<file path="src/rtl/param_data_memory.sv">
// -----------------------------------------------------------------------------
// param_data_memory
//   Parametrised single-port data memory for the CPU datapath. It sits between
//   the load/store stage and the register-file write-back.
//
//   After reset an init sweep writes INIT_VAL to every word, one word per
//   cycle. The sweep takes exactly DEPTH cycles. While the sweep runs,
//   req_ready stays low and requests are ignored. When the sweep ends,
//   req_ready and init_done rise together and stay high until the next reset.
//
//   Each accepted request (req_valid & req_ready) gets a one-cycle rsp_valid
//   pulse on the next cycle. Writes return the old word (read-before-write).
//   An address >= DEPTH leaves memory unchanged and returns rdata=0, err=1.
//
// Parameters
//   DATA_W    data word width
//   ADDR_W    address width
//   DEPTH     number of words, 1 <= DEPTH <= 2**ADDR_W
//   INIT_VAL  value written to every word by the init sweep
//
// Ports
//   clk        in   rising-edge clock
//   reset      in   synchronous, active-high reset
//   req_valid  in   request present
//   req_ready  out  request accepted this cycle when req_valid is high
//   req_write  in   1 = write, 0 = read
//   req_addr   in   word address
//   req_wdata  in   write data
//   rsp_valid  out  one-cycle response pulse
//   rsp_rdata  out  read data (old contents for writes)
//   rsp_err    out  address was out of range
//   init_done  out  init sweep has completed
// -----------------------------------------------------------------------------
module param_data_memory #(
  parameter int                 DATA_W   = 8,
  parameter int                 ADDR_W   = 4,
  parameter int                 DEPTH    = 16,
  parameter logic [DATA_W-1:0]  INIT_VAL = {DATA_W{1'b0}}
) (
  input  logic              clk,
  input  logic              reset,
  input  logic              req_valid,
  output logic              req_ready,
  input  logic              req_write,
  input  logic [ADDR_W-1:0] req_addr,
  input  logic [DATA_W-1:0] req_wdata,
  output logic              rsp_valid,
  output logic [DATA_W-1:0] rsp_rdata,
  output logic              rsp_err,
  output logic              init_done
);

  // The storage index only needs enough bits to cover DEPTH words. In-range
  // addresses and sweep pointers never set the bits above that.
  localparam int IDX_W = (DEPTH > 1) ? $clog2(DEPTH) : 1;

  // The pointer and the comparison constants are ADDR_W+1 bits wide, so
  // DEPTH == 2**ADDR_W can be represented and the sweep ends correctly.
  localparam logic [ADDR_W:0] DEPTH_C = (ADDR_W + 1)'(DEPTH);
  localparam logic [ADDR_W:0] LAST_C  = (ADDR_W + 1)'(DEPTH - 1);
  localparam logic [ADDR_W:0] ONE_C   = (ADDR_W + 1)'(1);

  typedef enum logic [0:0] {
    ST_INIT = 1'b0,
    ST_RUN  = 1'b1
  } state_t;

  state_t              state_r;
  state_t              state_n_s;
  logic [ADDR_W:0]     ptr_r;
  logic [ADDR_W:0]     ptr_n_s;

  logic                req_ready_r;
  logic                init_done_r;
  logic                rsp_valid_r;
  logic [DATA_W-1:0]   rsp_rdata_r;
  logic                rsp_err_r;

  logic                accept_s;
  logic                in_range_s;
  logic [IDX_W-1:0]    req_idx_s;
  logic [DATA_W-1:0]   rd_data_s;

  logic                mem_we_s;
  logic [IDX_W-1:0]    mem_widx_s;
  logic [DATA_W-1:0]   mem_wdata_s;

  logic [DATA_W-1:0]   mem_r [0:DEPTH-1];

  // Decode the address and read the array combinationally. The array read
  // returns the old word even when the same cycle writes that address.
  always_comb begin
    accept_s   = 1'b0;
    in_range_s = 1'b0;
    req_idx_s  = req_addr[IDX_W-1:0];
    rd_data_s  = {DATA_W{1'b0}};
    accept_s   = req_valid & req_ready_r;
    in_range_s = ({1'b0, req_addr} < DEPTH_C);
    if (in_range_s) begin
      rd_data_s = mem_r[req_idx_s];
    end else begin
      rd_data_s = {DATA_W{1'b0}};
    end
  end

  // Next-state logic and write-port steering: the sweep owns the write port
  // in INIT, and accepted in-range writes own it in RUN.
  always_comb begin
    state_n_s   = state_r;
    ptr_n_s     = ptr_r;
    mem_we_s    = 1'b0;
    mem_widx_s  = ptr_r[IDX_W-1:0];
    mem_wdata_s = INIT_VAL;
    case (state_r)
      ST_INIT: begin
        mem_we_s    = 1'b1;
        mem_widx_s  = ptr_r[IDX_W-1:0];
        mem_wdata_s = INIT_VAL;
        ptr_n_s     = ptr_r + ONE_C;
        if (ptr_r == LAST_C) begin
          state_n_s = ST_RUN;
        end else begin
          state_n_s = ST_INIT;
        end
      end
      ST_RUN: begin
        state_n_s = ST_RUN;
        if (accept_s && req_write && in_range_s) begin
          mem_we_s    = 1'b1;
          mem_widx_s  = req_idx_s;
          mem_wdata_s = req_wdata;
        end else begin
          mem_we_s    = 1'b0;
        end
      end
      default: begin
        state_n_s = ST_INIT;
        ptr_n_s   = {(ADDR_W + 1){1'b0}};
      end
    endcase
  end

  // State and pointer register. req_ready and init_done are registered from
  // the next state, so both rise on the same edge that enters RUN.
  always_ff @(posedge clk) begin
    if (reset) begin
      state_r     <= ST_INIT;
      ptr_r       <= {(ADDR_W + 1){1'b0}};
      req_ready_r <= 1'b0;
      init_done_r <= 1'b0;
    end else begin
      state_r     <= state_n_s;
      ptr_r       <= ptr_n_s;
      req_ready_r <= (state_n_s == ST_RUN);
      init_done_r <= (state_n_s == ST_RUN);
    end
  end

  // Response register. rdata and err only update on accept and otherwise
  // hold. A reset drops any pending pulse.
  always_ff @(posedge clk) begin
    if (reset) begin
      rsp_valid_r <= 1'b0;
      rsp_rdata_r <= {DATA_W{1'b0}};
      rsp_err_r   <= 1'b0;
    end else begin
      rsp_valid_r <= accept_s;
      if (accept_s) begin
        rsp_rdata_r <= rd_data_s;
        rsp_err_r   <= ~in_range_s;
      end
    end
  end

  // Storage array. It has no reset: after reset the init sweep defines its
  // contents.
  always_ff @(posedge clk) begin
    if (mem_we_s) begin
      mem_r[mem_widx_s] <= mem_wdata_s;
    end
  end

  assign req_ready = req_ready_r;
  assign init_done = init_done_r;
  assign rsp_valid = rsp_valid_r;
  assign rsp_rdata = rsp_rdata_r;
  assign rsp_err   = rsp_err_r;

endmodule

</file>
<file path="config.mk">
export PLATFORM = sky130hd
export DESIGN_NAME = param_data_memory
export DESIGN_NICKNAME = d
export VERILOG_FILES = /design/src/rtl/param_data_memory.sv
export SDC_FILE = /design/constraint.sdc
export NUM_CORES = 1
export LEC_CHECK = 0
export ABC_CLOCK_PERIOD_IN_PS = 6000
export CAP_MARGIN = 25
export CORE_MARGIN = 2
export CORE_UTILIZATION = 40
export DETAILED_ROUTE_END_ITERATION = 8
export GPL_ROUTABILITY_DRIVEN = 0
export PLACE_DENSITY_LB_ADDON = 0.12
export SYNTH_ARGS = -nofsm -noshare
export SYNTH_HDL_FRONTEND = slang
export SYNTH_SLANG_ARGS = --single-unit
</file>
<file path="constraint.sdc">
create_clock -name clk -period 6 [get_ports clk]
set_input_delay 0.6 -clock clk [delete_from_list [all_inputs] [get_ports clk]]
set_output_delay 0.6 -clock clk [all_outputs]
set_load 0.02 [all_outputs]
</file>
After elaboration in Yosys (flattened, before gate mapping)
Memories as Yosys holds them, arrays and structs flattened. A register that Yosys moved wholly into a read port is not among the register bits.
Cells that the tools add are included.

storage, ports and cells
  register bits after elaboration = 7
  memory bits (writable) = 128
  memories = 1

cells by class
  add/sub/neg operators = 1
  equality and inequality tests = 1
  multiplexer cells = 10
  bitwise logic cells = 2
  reductions and logical operators = 1

memories
  memory  depth  width  read ports  clocked after memory_dff  wr ports  RTL line  text
  mem_r   16     8      1           1                         1         88        logic [DATA_W-1:0] mem_r [0:DEPTH-1];

operators by type and width
  operator                                                         count
  8-bit case mux with 2 select lines                               1
  8-bit two-way mux                                                1
  4-bit case mux with 2 select lines                               1
  5-bit by 1-bit adder with 5-bit output, second input constant    1
  5-bit by 4-bit == test with 1-bit output, second input constant  1
  1-bit two-way mux                                                4
  4-bit two-way mux                                                1
  1-bit case mux with 2 select lines                               2
  1-bit bitwise AND                                                1
  1-bit logical AND                                                1
  1-bit NOT                                                        1

Depth between registers and ports, before layout
Gate-level depths: netlist (run 1).

  depth in word-level cells = 6
  gate-level depth with buffers = 6
  gate-level depth less buffers = 6

Worst setup path after synthesis (run 1)
Ideal clock, no wire load.

  kind = input-to-reg
  start point = in req_valid
  end point = mem mem_r[2][0], enable pin
  library setup time = 0.370 ns
  arrival time = 1.761 ns
  slack = 3.869 ns
  cell stages on the path = 5
  path buffers = 2
  cells stage by stage = and3_1 -> clkbuf_1 -> clkbuf_1 -> a31oi_1 -> nor2_1

between the ends
  cells in the longest elaborated chain, start to end = 6
  elaborated cells between the ends (all ways) = 8

ends and longest elaborated chain
  item                                     RTL line  text
  start, declared                          42        input logic req_valid,
  1-bit bitwise AND (*)                    97        accept_s = req_valid & req_ready_r;
  1-bit logical AND (*)                    128       if (accept_s && req_write && in_range_s) begin
  1-bit two-way mux                        128
  1-bit case mux with 2 select lines       114       case (state_r)
  1-bit two-way mux                        178       if (mem_we_s) begin
  1-bit two-way mux (implied by the code)  179       mem_r[mem_widx_s] <= mem_wdata_s;
  end, declared                            88

Mark *: on every way between the ends. The rest lies on a longest branch, timed or not.

Worst setup path after layout (run 1)
  start point = in req_valid
  end point = mem mem_r[15][5], enable pin

Same word-level chain as after synthesis.

==> results of run 1 <==
-- metrics by stage --
step,std cells,utilization (%),worst slack [ns]
4_1_cts,524,47.7,3.44
3_5_place_dp,492,43.8,3.00
2_1_floorplan,299,-,3.87
5_1_grt,524,47.7,3.23
6_report,524,47.7,3.46
3_3_place_gp,491,43.7,3.11
-- final timing paths --
| path | start | to | slack, ns | cells after the start |
|---|---|---|---|---|
| min reg2reg | ptr_r[4] | ptr_r[4] | 0.50 | 2 |
| min | ptr_r[4] | ptr_r[4] | 0.50 | 2 |
| max | req_valid | mem_r[15][5] | 3.46 | 4 |
| max reg2reg | init_done | mem_r[15][5] | 3.46 | 3 |
-- registers in the layout (all words and copies together) (netlist names) --
register / cells
rsp_valid: 1
ptr_r: 5
rsp_rdata: 8
mem_r: 128
init_done: 1
-- critical path, cell delays in order --
cell,delay [ns]
clkdlybuf4s50_1,0.55
and3_1,0.48
a32oi_1,0.30
nor2_1,0.65
-- cell families (layout without fill, tap and decap cells) --
logic type	Yosys count	count (layout)	synth area share, %
muxes	50	50	16.1
xor gates and xnor gates	3	3	0.463
AOI/OAI and AO/OA	27	27	3.33
DFF	143	143	73.0
other	1	1	0.0661
and+or+nand+nor	52	52	4.45
buffers and inverters	21	66	2.12
adders and majority gates	2	2	0.441
-- cell type report --
| class | count | area [µm²] |
|---|---|---|
| clock buffer | 22 | 444 |
| fill | 1187 | 7260 |
| tap | 180 | 225 |
| clock inverter | 10 | 95.1 |
| inverter | 5 | 18.8 |
| sequential | 143 | 4140 |
| multi-input combinational | 135 | 1410 |
| timing repair buffer | 29 | 278 |
-- cells in the final DEF (no fill, tap or decap), types with 2 or more instances in the layout --
cell             instances
a22oi_1                  8
buf_4                    3
o21ai_0                  2
inv_1                    4
mux4_1                   8
and2_1                   9
a31oi_1                  4
nand3_1                  2
clkinv_2                 4
bufinv_16                2
mux2i_1                 12
edfxtp_1               128
a221o_1                  2
a21oi_1                  2
mux4_2                  22
o21ai_1                  5
xnor2_1                  2
a32oi_1                  2
dfxtp_1                 15
nor3_1                   2
nor2b_1                  3
and3_1                   3
ha_1                     2
clkbuf_16               17
clkbuf_1                 5
mux2_2                   8
clkdlybuf4s50_1         25
clkinv_1                 4
nor3b_1                  2
nor2_1                  29
-- power by group through the flow --
stage          sequential (mW)  clock (mW)  combinational (mW)
2_1_floorplan             1.12           0              0.0634
3_3_place_gp              1.12           0              0.0892
3_5_place_dp              1.12           0              0.0897
4_1_cts                   1.10       0.984              0.0902
5_1_grt                   1.10        1.02              0.0957
6_report                  1.10       0.965              0.0884
-- metal layers --
layer / share of wire, % / GRT usage [%]
met1: 48 / 24.9
met2: 43 / 22.3
met3: 7.3 / 5.30
met4: 2.5 / 7.88
met5: 0 / 0
==> impl_metrics.yaml, run 1 <==
status:
  status: "finished clean"
detailed_routing:
  firstDrtPassIters: 4
  wire_per_inst_um: 21.7
  drt_iter0_markers: 239
  ant_nets: 0
  vias: 2790
  wl_mm: 11.4
  drc: 0
  vias_per_cell: 5.32
sta:
  period_needed_ns: 2.54
  skew_ns: 0.00556
  finalMaxSlewViolations: 0
  setup-violations-final: 0
  fin_crit_sh_pct: 42.4
  max-slew-margin-rel_pct: 37.6
  fin_hold_ws_ns: 0.497
  worst_pin_slew_ns: 0.936
  rsz0062_at_grt: "no"
  max_freq_mhz: 393
  finalHoldViolCount: 0
  final.setup.tns_ns: 0
cts:
  cts_buffers: 17
  cts_sinks: 143
  post_cts_resized: 0
  cts_tree: "yes"
  htreeDepth: 4
  clock_insertion_delay_worst_skew_ns: 0.41
  post-cts-setup-buffers: 0
  cts_root_buffer: "clkbuf_16"
  cts_buffer_depth: 2
  cts_hold_buf: 0
  path_clk_slew_ns: 0.05
floorplan:
  start_util_pct: 40.9
  core_mm2: 0.0139
  dieArea_mm2: 0.0152
  die_y_um: 123
  rows: 43
  fp.dieW_um: 123
  ios: 28
global_route:
  grt_pass1_vias: 2856
  grt_usage_pct: 16.8
  antenna_found_initial: 0
  grt_max_degree: 38
  grt-ovfl-total: 0
  grt_pass1_wl_mm: 17.7
synthesis:
  synth-seq-area-share_pct: 73.0
  yosysMostFrequentCell: "edfxtp_1"
  synth_async_sr_flop_share_pct: 0
  syn-cell-area_mm2: 0.00568
  synth.distinct_cells: 36
  syn_inst: 299
  synth_top_area_cell: "edfxtp_1"
  syn_nets: 317
  synth_edf_count: 128
  yosysTopAreaCellShare_pct: 67.7
  ys.flop_type: "edfxtp_1"
  ys_warn_count: 0
  syn_area_per_cell_um2: 19.0
  synthTopCellsByCount: "128 x edfxtp_1, 29 x nor2_1, 22 x mux4_2"
  synth-seq-cells: 143
  synth_area_leaders: "edfxtp_1 68%, mux4_2 8.7%, dfxtp_1 5.3%"
power:
  leakage_nw: 2.40
  p_sw_mw: 0.419
  swShare_pct: 19.4
  power_density_mw_per_mm2: 325
  clkPwrFrac_pct: 44.8
  power.total_mw: 2.15
  power_frac_seq_pct: 51.1
  combPwrFrac_pct: 4.1
  ir_worst_vdd_v: 0.000171
  p_int_mw: 1.73
setup_path:
  required_ns: 6.04
  crit_path_end_kind: "flip-flop"
  worstSetupPathType: "in2reg"
  start_kind: "input port"
  critPathArrivalTime_ns: 2.58
  critPathMaxFanout: 17
cells_and_area:
  final_area_mm2: 0.00662
  fin_nets: 349
  drive_gt1_share_pct: 17.2
  area_growth_pct: 16.6
  diodes: 0
placed_design:
  placed_area_mm2: 0.00608
  portBuffers: 26
  dp_hpwl_mm: 7.50
job:
  max_cap_viol_count: 0
min_path:
  hold_class: "reg2reg"
(Power assumes the default switching activity.)
==> run 2: changes to the inputs <==
- ABC_CLOCK_PERIOD_IN_PS: 6000 -> 2100
- clock period: 6 -> 2.1 ns (I/O delays scaled with it)
==> impl_metrics.yaml, run 2 (same netlist as run 1, synthesis figures left out) <==
power:
  combPwrFrac_pct: 4.7
  p_int_mw: 5.15
  power.total_mw: 6.44
  ir_worst_vdd_v: 0.000361
  leakage_nw: 2.64
  clkPwrFrac_pct: 46.6
  swShare_pct: 20.0
  p_sw_mw: 1.29
  power_frac_seq_pct: 48.6
  power_density_mw_per_mm2: 923
cts:
  cts_root_buffer: "clkbuf_16"
  clock_insertion_delay_worst_skew_ns: 0.42
  cts_hold_buf: 0
  htreeDepth: 4
  cts_buffer_depth: 2
  cts_buffers: 17
  post-cts-setup-buffers: 0
  cts_sinks: 143
  post_cts_resized: 0
  path_clk_slew_ns: 0.06
  cts_tree: "yes"
setup_path:
  r2r_slack_ns: 0.27
  required_ns: 1.89
  start_kind: "flip-flop"
  crit_path_end_kind: "output pin"
  crit_path_max_incr_delay_ns: 0.61
  regToRegStartpoint: "init_done"
  crit_path_top_delay_cell: "clkdlybuf4s50_1"
  critPathMaxFanout: 8
  worstSetupPathType: "reg2out"
  cp_cell_sequence: "buf_4 -> clkdlybuf4s50_1"
  r2r_cells: 3
  critPathArrivalTime_ns: 1.72
  rr_endpoint: "mem_r[3][6]"
sta:
  finalMaxSlewViolations: 0
  period_needed_ns: 1.93
  worst_pin_slew_ns: 0.880
  fin_crit_sh_pct: 92.1
  max-slew-margin-rel_pct: 41.3
  finalHoldViolCount: 0
  rsz0062_at_grt: "no"
  skew_ns: 0.00667
  setup-violations-final: 0
  final.setup.tns_ns: 0
  max_freq_mhz: 517
status:
  status: "finished clean"
detailed_routing:
  wire_per_inst_um: 21.8
  wl_mm: 12.2
  vias: 2960
  ant_nets: 0
  drt_iter0_markers: 243
  vias_per_cell: 5.29
  drc: 0
  firstDrtPassIters: 4
global_route:
  grt_pass1_vias: 2938
  grt-ovfl-total: 0
  grt_usage_pct: 17.7
  antenna_found_initial: 0
  grt_max_degree: 30
  grt_pass1_wl_mm: 18.4
cells_and_area:
  area_growth_pct: 23.0
  largest_reg_flops: 128
  diodes: 0
  top_register: "mem_r"
  stdcell_count: 560
  drive_gt1_share_pct: 26.8
  final_util_pct: 50.3
  layout_common_cells: "128 x edfxtp_1, 37 x buf_4, 29 x nor2_1, 25 x clkdlybuf4s50_1, 22 x mux4_2"
  fin_nets: 385
  fillers: 1151
  final_area_mm2: 0.00698
  layout_commonest_cell: "edfxtp_1"
floorplan:
  core_mm2: 0.0139
  start_util_pct: 40.9
  fp.dieW_um: 123
  ios: 28
  die_y_um: 123
  dieArea_mm2: 0.0152
  rows: 43
min_path:
  hold_class: "reg2reg"
  min_from: "rsp_rdata[7]"
  min_delay_path_depth: 2
  whs_endpoint: "rsp_rdata[7]"
placed_design:
  portBuffers: 26
  dp_cells: 528
  dp_hpwl_mm: 8.04
  placed_area_mm2: 0.00637
job:
  max_cap_viol_count: 0
==> run 2: changes by cell type in the layout (fill, tap and decap cells not counted) <==
cell / previous run / this run
buf_4: 3 / 37
inv_4: 0 / 4
clkinv_2: 4 / 2
bufinv_16: 2 / 0
clkbuf_16: 17 / 21
clkbuf_8: 0 / 3
buf_12: 0 / 2
clkinv_1: 4 / 0
clkbuf_1: 5 / 2
==> run 2: per-layer routing <==
metal / vias up / routed length [µm] / part of all wire (%) / global-route usage (%)
met1: 1518 / 5750 / 47 / 26.0
met4: 0 / 156 / 1.3 / 7.03
met2: 86 / 5580 / 46 / 25.4
met5: - / 0 / 0 / 0
li1: 1342 / - / - / -
met3: 14 / 702 / 5.8 / 4.61
==> run 2: worst max path at each step <==
stage | from | to | cells past startpoint
finish | init_done | req_ready | 2
global route | init_done | req_ready | 2
CTS | init_done | req_ready | 2
detailed placement | req_addr[2] | rsp_rdata[5] | 6
global placement | req_addr[2] | rsp_rdata[3] | 6
floorplan | init_done | mem_r[2][0] | 5
==> run 2: layout make-up <==
cell class,count,area [µm²],share of cell area (%)
Timing Repair Buffer,65,573,8.21
Clock buffer,26,574,8.22
Inverter,5,18.8,0.269
Sequential cell,143,4140,59.3
Tap cell,180,225,3.23
Clock inverter,6,35.0,0.502
Multi-Input combinational cell,135,1410,20.2
==> run 2: power groups by stage <==
stage                     Combinational (mW)  Clock, mW  Sequential (mW)
after global placement                 0.308          0             3.19
after detailed placement               0.313          0             3.19
after global routing                   0.333       3.17             3.14
after floorplan                        0.181          0             3.19
final                                  0.306       3.00             3.13
after CTS                              0.314       3.05             3.13
==> run 2: worst max-delay path: cells and delay by family (launching register included) <==
kind	cells	cell delay (ns)
DFF	1	0.47
buffers and inverters	2	0.83
==> run 2: stage by stage <==
stage               setup slack [ns]  hold slack [ns]
global route                  0.0695            0.513
detailed placement           -0.0289            0.487
global placement              0.0159            0.466
finish                         0.166            0.492
CTS                            0.141            0.498
floorplan                     0.0331            0.355
